==> src/rtl/wr_arb_pkg.sv <==
// Shared types and helpers for the FIFO write-port arbiter.
package wr_arb_pkg;

    typedef enum logic {
        IDLE  = 1'b0,
        BURST = 1'b1
    } arb_state_e;

    localparam int STALL_CNT_W = 16;
    localparam int MAX_REQ     = 8;

    // Lowest set bit wins; callers only pass one-hot or zero vectors.
    function automatic logic [2:0] onehot_to_idx(input logic [MAX_REQ-1:0] oh);
        logic [2:0] idx;
        idx = '0;
        for (int i = MAX_REQ - 1; i >= 0; i--) begin
            if (oh[i]) idx = 3'(i);
        end
        return idx;
    endfunction

endpackage

==> src/rtl/wr_port_arbiter_if.sv <==
// Requester-side and FIFO-side write signals of the arbiter, bundled.
interface wr_port_arbiter_if #(
    parameter int NUM_REQ   = 4,
    parameter int DATA_SIZE = 8
);
    import wr_arb_pkg::*;

    logic [NUM_REQ-1:0]           req_valid;
    logic [NUM_REQ*DATA_SIZE-1:0] req_data;
    logic [NUM_REQ-1:0]           req_ack;
    logic [NUM_REQ-1:0]           gnt;
    logic                         wr_full;
    logic                         wr_inc;
    logic [DATA_SIZE-1:0]         wr_data;

    modport master (
        input  req_valid, req_data, wr_full,
        output req_ack, gnt, wr_inc, wr_data
    );

    modport slave (
        output req_valid, req_data, wr_full,
        input  req_ack, gnt, wr_inc, wr_data
    );

endinterface

==> src/rtl/wr_port_arbiter_rr_pick.sv <==
// Round-robin pick: first valid requester at or after rr_ptr, circularly.
module rr_pick
    import wr_arb_pkg::*;
#(
    parameter int NUM_REQ = 4,
    localparam int IDX_W  = $clog2(NUM_REQ)
) (
    input  logic [NUM_REQ-1:0] req_valid,
    input  logic [IDX_W-1:0]   rr_ptr,
    output logic [NUM_REQ-1:0] winner,
    output logic               any_req
);

    logic [NUM_REQ-1:0] rot;
    logic [NUM_REQ-1:0] pe;
    logic               found;

    // Rotate so rr_ptr lands at bit 0, take the lowest set bit, rotate back.
    always_comb begin
        rot    = '0;
        pe     = '0;
        winner = '0;
        found  = 1'b0;
        for (int i = 0; i < NUM_REQ; i++) begin
            int j;
            j = i + int'(rr_ptr);
            if (j >= NUM_REQ) j = j - NUM_REQ;
            rot[i] = req_valid[j];
        end
        for (int i = 0; i < NUM_REQ; i++) begin
            if (rot[i] && !found) begin
                pe[i] = 1'b1;
                found = 1'b1;
            end
        end
        for (int i = 0; i < NUM_REQ; i++) begin
            int j;
            j = i + int'(rr_ptr);
            if (j >= NUM_REQ) j = j - NUM_REQ;
            winner[j] = pe[i];
        end
    end

    assign any_req = |req_valid;

endmodule

==> src/rtl/wr_port_arbiter.sv <==
// Round-robin, burst-holding arbiter for the async FIFO write port.
// Optional stall counter output enabled by defining WR_ARB_STALL_CNT_EN.
module wr_port_arbiter
    import wr_arb_pkg::*;
#(
    parameter int NUM_REQ   = 4,
    parameter int DATA_SIZE = 8,
    parameter int MAX_BURST = 4
) (
    input  logic                   wr_clk,
    input  logic                   wr_rst,
    wr_port_arbiter_if.master      bus
`ifdef WR_ARB_STALL_CNT_EN
    ,
    output logic [STALL_CNT_W-1:0] stall_cnt
`endif
);

    localparam int IDX_W = $clog2(NUM_REQ);
    localparam int CNT_W = $clog2(MAX_BURST) + 1;
    localparam logic [CNT_W-1:0] LAST_BEAT = CNT_W'(MAX_BURST - 1);
    localparam logic [IDX_W-1:0] LAST_IDX  = IDX_W'(NUM_REQ - 1);

    arb_state_e         state_q;
    logic [NUM_REQ-1:0] gnt_q;
    logic [CNT_W-1:0]   burst_cnt_q, burst_cnt_d;
    logic [IDX_W-1:0]   rr_ptr_q, rr_ptr_d;

    logic [NUM_REQ-1:0] winner;
    logic               any_req;
    logic [IDX_W-1:0]   g_idx;
    logic               granted;
    logic               g_valid;
    logic               accept;

    rr_pick #(.NUM_REQ(NUM_REQ)) u_rr_pick (
        .req_valid (bus.req_valid),
        .rr_ptr    (rr_ptr_q),
        .winner    (winner),
        .any_req   (any_req)
    );

    assign g_idx   = IDX_W'(onehot_to_idx(MAX_REQ'(gnt_q)));
    assign granted = |gnt_q;
    assign g_valid = granted & bus.req_valid[g_idx];
    // Full is registered in the FIFO, so gating on it here never loses a word.
    assign accept  = g_valid & ~bus.wr_full;

    assign bus.gnt     = gnt_q;
    assign bus.wr_inc  = accept;
    assign bus.req_ack = accept ? gnt_q : '0;
    assign bus.wr_data = granted ? bus.req_data[g_idx*DATA_SIZE +: DATA_SIZE] : '0;

    assign burst_cnt_d = burst_cnt_q + 1'b1;
    assign rr_ptr_d    = (g_idx == LAST_IDX) ? '0 : g_idx + 1'b1;

    always_ff @(posedge wr_clk or negedge wr_rst) begin
        if (!wr_rst) begin
            state_q     <= IDLE;
            gnt_q       <= '0;
            burst_cnt_q <= '0;
            rr_ptr_q    <= '0;
        end else begin
            case (state_q)
                IDLE: begin
                    if (any_req) begin
                        gnt_q   <= winner;
                        state_q <= BURST;
                    end
                end
                BURST: begin
                    // Release on dropped valid or on the last beat of the burst.
                    if (!g_valid || (accept && burst_cnt_q == LAST_BEAT)) begin
                        state_q     <= IDLE;
                        gnt_q       <= '0;
                        burst_cnt_q <= '0;
                        rr_ptr_q    <= rr_ptr_d;
                    end else if (accept) begin
                        burst_cnt_q <= burst_cnt_d;
                    end
                end
                default: begin
                    state_q <= IDLE;
                    gnt_q   <= '0;
                end
            endcase
        end
    end

`ifdef WR_ARB_STALL_CNT_EN
    logic                   stall;
    logic [STALL_CNT_W-1:0] stall_cnt_q;

    assign stall     = (state_q == BURST) & g_valid & bus.wr_full;
    assign stall_cnt = stall_cnt_q;

    always_ff @(posedge wr_clk or negedge wr_rst) begin
        if (!wr_rst) begin
            stall_cnt_q <= '0;
        end else if (stall && stall_cnt_q != {STALL_CNT_W{1'b1}}) begin
            stall_cnt_q <= stall_cnt_q + 1'b1;
        end
    end
`endif

endmodule
==> src/flat_wrapper.sv <==
// flat-port wrapper written by rule: the top's interface ports become plain ports
module wr_port_arbiter_flat import wr_arb_pkg::*;
#(
    parameter int NUM_REQ   = 4,
    parameter int DATA_SIZE = 8,
    parameter int MAX_BURST = 4
)
  (wr_clk, wr_rst, bus_req_valid, bus_req_data, bus_wr_full, bus_req_ack, bus_gnt, bus_wr_inc, bus_wr_data);
  wr_port_arbiter_if #(.NUM_REQ(NUM_REQ), .DATA_SIZE(DATA_SIZE)) bus_i ();
  input  logic wr_clk;
  input  logic wr_rst;
  input wire logic [$bits(bus_i.req_valid)-1:0] bus_req_valid;
  input wire logic [$bits(bus_i.req_data)-1:0] bus_req_data;
  input wire logic [$bits(bus_i.wr_full)-1:0] bus_wr_full;
  output wire logic [$bits(bus_i.req_ack)-1:0] bus_req_ack;
  output wire logic [$bits(bus_i.gnt)-1:0] bus_gnt;
  output wire logic [$bits(bus_i.wr_inc)-1:0] bus_wr_inc;
  output wire logic [$bits(bus_i.wr_data)-1:0] bus_wr_data;
  assign bus_i.req_valid = bus_req_valid;
  assign bus_i.req_data = bus_req_data;
  assign bus_i.wr_full = bus_wr_full;
  assign bus_req_ack = bus_i.req_ack;
  assign bus_gnt = bus_i.gnt;
  assign bus_wr_inc = bus_i.wr_inc;
  assign bus_wr_data = bus_i.wr_data;
  wr_port_arbiter #(.NUM_REQ(NUM_REQ), .DATA_SIZE(DATA_SIZE), .MAX_BURST(MAX_BURST)) u_core (.wr_clk(wr_clk), .wr_rst(wr_rst), .bus(bus_i));
endmodule
==> config.mk <==
export PLATFORM = sky130hd
export DESIGN_NAME = wr_port_arbiter_flat
export DESIGN_NICKNAME = d
export VERILOG_FILES = /design/src/rtl/wr_arb_pkg.sv /design/src/rtl/wr_port_arbiter_if.sv /design/src/rtl/wr_port_arbiter_rr_pick.sv /design/src/rtl/wr_port_arbiter.sv /design/src/flat_wrapper.sv
export SDC_FILE = /design/constraint.sdc
export NUM_CORES = 1
export LEC_CHECK = 0
export CORE_UTILIZATION = 38
export DETAILED_ROUTE_END_ITERATION = 8
export PLACE_DENSITY = 0.78
export SLEW_MARGIN = 25
export SYNTH_ARGS = -nofsm -noshare
export SYNTH_HDL_FRONTEND = slang
export SYNTH_SLANG_ARGS = --single-unit
==> constraint.sdc <==
create_clock -name wr_clk -period 2.3 [get_ports wr_clk]
set_clock_uncertainty 0.15 [all_clocks]
set_input_delay 0.46 -clock wr_clk [delete_from_list [all_inputs] [get_ports wr_clk]]
set_output_delay 0.46 -clock wr_clk [all_outputs]
set_load 0.03 [all_outputs]
==> results.sh <==
export IMPL_outcome="finished with violations"
export IMPL_violations="setup timing"
export IMPL_setup_viol=13
export IMPL_initial_core_util_pct=40.2
export IMPL_ioPinCount=56
export IMPL_final_common_cell="clkdlybuf4s50_1"
export IMPL_worstPathCellList="nor2b_2 > o21bai_2 > buf_4 > buf_16 > mux4_2 > nor2b_1 > buf_4"
export IMPL_antenna_found_initial=0
export IMPL_wl_per_cell_um=16.7
export IMPL_coreArea_um2=3050
export IMPL_arrival_ns=2.01
export IMPL_final_cells=251
export IMPL_power_density_nw_per_um2=1380
export IMPL_crit_required_ns=1.69
export IMPL_grt_max_degree=11
export IMPL_holdCritStartpoint="u_core.burst_cnt_q[2]"
export IMPL_ys_types=40
export IMPL_syn_avg_cell_area_um2=10.4
export IMPL_drtIter0Drc=68
export IMPL_tightest_slew_ns=0.466
export IMPL_vias_per_cell=5.46
export IMPL_h_tree_depth=1
export IMPL_r2r_slack_ns=0.07
export IMPL_cap_viol_max_count=0
export IMPL_synth_seq_cells=10
export IMPL_dp_hpwl_um=3060
export IMPL_synthToLayoutAreaGrowth_pct=81.4
export IMPL_worstHoldPathCells=1
export IMPL_critPathKind="flip-flop to primary output"
export IMPL_r2r_end="u_core.bus.gnt[0]"
export IMPL_vias=1371
export IMPL_dpl_cell_count=235
export IMPL_gp_congestion=0.830
export IMPL_routed_wl_met3_um=141
export IMPL_ant_nets=0
export IMPL_cts_made_buffers=3
export IMPL_insertedDiodeCount=0
export IMPL_rsz0062_at_grt="yes"
export IMPL_seq_area_frac_synth_pct=20.4
export IMPL_layout_drive_gt1_share_pct=44.9
export IMPL_drt_met1_wl_um=1700
export IMPL_max_freq_mhz=382
export IMPL_startpoint_type="flip-flop"
export IMPL_final_cell_mix="37 x clkdlybuf4s50_1, 36 x buf_4, 10 x mux4_2, 10 x buf_6"
export IMPL_syn_nets=166
export IMPL_fp_dieH_um=58.9
export IMPL_overflow=0
export IMPL_path_clk_slew_ns=0.07
export IMPL_synth_edf_count=0
export IMPL_top_layer="met4"
export IMPL_vdd_drop_max_mv=0.671
export IMPL_grt_pass1_wl_um=6720
export IMPL_dr_pass1_iters=4
export IMPL_hold_path_class="flip-flop to flip-flop"
export IMPL_crit_start="u_core.bus.gnt[3]"
export IMPL_fin_util_pct=73.0
export IMPL_slowest_stage="mux4_2"
export IMPL_cts_path_max_buffers=2
export IMPL_cts_tree="built"
export IMPL_fin_crit_sh_pct=114
export IMPL_fin_crit_ns=2.62
export IMPL_final_nets=256
export IMPL_max_stage_delay_ns=0.47
export IMPL_grt_usage_pct=25.8
export IMPL_drc_errors=0
export IMPL_worstSkewPairLatency_ns=0.27
export IMPL_synth_main_ff_cell="dfrtp_1"
export IMPL_async_flop_share_pct=100
export IMPL_ys_warn_count=0
export IMPL_setup_ws_ns=-0.316
export IMPL_clock_root_buffer="clkbuf_4"
export IMPL_crit_fanout=4
export IMPL_die_area_um2=3460
export IMPL_min_to="u_core.burst_cnt_q[2]"
export IMPL_io_buffers=55
export IMPL_preCtsSetupSlack_ns=-0.433
export IMPL_cpMostUsedCell="buf_4"
export IMPL_synthCells=118
export IMPL_grt_pass1_vias=1369
export IMPL_syn_area_um2=1230
export IMPL_r2r_start="u_core.rr_ptr_q[1]"
export IMPL_leakagePower_nw=0.986
export IMPL_cts_sinks=10
export IMPL_r2r_cells=7
export IMPL_wl_met2_um=2310
export IMPL_die_w_um=58.9
export IMPL_hold_violations=0
export IMPL_wirelength_um=4190
export IMPL_relSlewSlack_pct=68.8
export IMPL_drv_slew=0
export IMPL_row_count=20
export IMPL_critPathCaptureType="primary output"
[routing by layer]
metal	GRT usage (%)	vias to the layer above
li1	-	635
met1	31.3	691
met2	49.2	39
met3	2.64	6
met4	4.76	0
met5	0	-
[logic make-up after synthesis]
family          Yosys count  synth area share [%]
flops                    10                  20.4
compound gates           26                  17.5
simple gates             43                  22.6
mux                      19                  26.1
buf+inv                  11                  4.28
fa+ha+maj                 9                  9.17
[power by group]
part	internal, mW	leakage (nW)	switching (mW)	total [mW]
Sequential	0.240	0.124	0.0478	0.288
Clock	0.0962	0.0210	0.0653	0.162
Combinational	1.36	0.841	1.27	2.62
Total	1.69	0.986	1.38	3.07
[final cells by class]
class,count,area (um^2)
inverters,7,26.3
fillers,226,825
multi-input cells,97,1020
clock buffers,4,36.3
well taps,44,55.1
flip-flops and latches,10,256
repair buffers,89,832
[through the flow]
| stage | setup TNS (ns) | instance area [um^2] | total power [mW] | hold slack [ns] |
|---|---|---|---|---|
| final | -3.65 | 2230 | 3.07 | 0.336 |
| after floorplan | -1.95 | 1280 | 1.71 | 0.0144 |
| after detailed placement | -6.33 | 2020 | 2.54 | 0.325 |
| after global placement | -5.67 | 2020 | 2.49 | 0.317 |
| after CTS | -3.58 | 2160 | 2.90 | 0.340 |
| after global routing | -4.67 | 2230 | 3.25 | 0.344 |
[cell usage after synthesis (3+ instances only)]
library cell | instances | area share (%)
a21o_1 | 3 | 1.8
a221o_1 | 4 | 3.3
a22oi_1 | 3 | 1.8
and2_1 | 4 | 2.0
dfrtp_1 | 10 | 20
ha_1 | 9 | 9.2
inv_1 | 7 | 2.1
mux2_2 | 3 | 2.7
mux2i_1 | 5 | 4.1
mux4_2 | 10 | 18
nand2_1 | 7 | 2.1
nor2_1 | 3 | 0.92
nor2b_1 | 10 | 5.1
nor3_1 | 4 | 1.6
nor3b_1 | 3 | 1.8
nor4_1 | 4 | 2.0
o21ai_0 | 3 | 1.2
[worst max path at each step]
stage	endpoint	slack [ns]
finish	bus_wr_data[7]	-0.32
global placement	bus_wr_data[4]	-0.39
CTS	bus_req_ack[2]	-0.29
global route	bus_wr_data[2]	-0.39
detailed placement	bus_wr_data[5]	-0.43
floorplan	bus_req_ack[0]	-0.19
[timing repair]
item	CTS	global route
pin swaps	6	2
hold endpoints to repair	0	0
buffers inserted	8	4
setup endpoints to repair	13	14
hold buffers	0	0
gates cloned	1	0
resized for setup	62	13
[state kept, by name, summed over array words and instances, names as in the netlist]
name	flops
u_core.burst_cnt_q	3
u_core.bus.gnt	4
u_core.rr_ptr_q	2
u_core.state_q	1
[critical path, delay by kind of cell, from the launching register on]
family | cells | cell delay, ns
compound gates | 1 | 0.14
mux | 1 | 0.47
buf+inv | 3 | 0.43
simple gates | 2 | 0.31
flops | 1 | 0.39
Note: power is estimated with default switching activity, not from simulation.
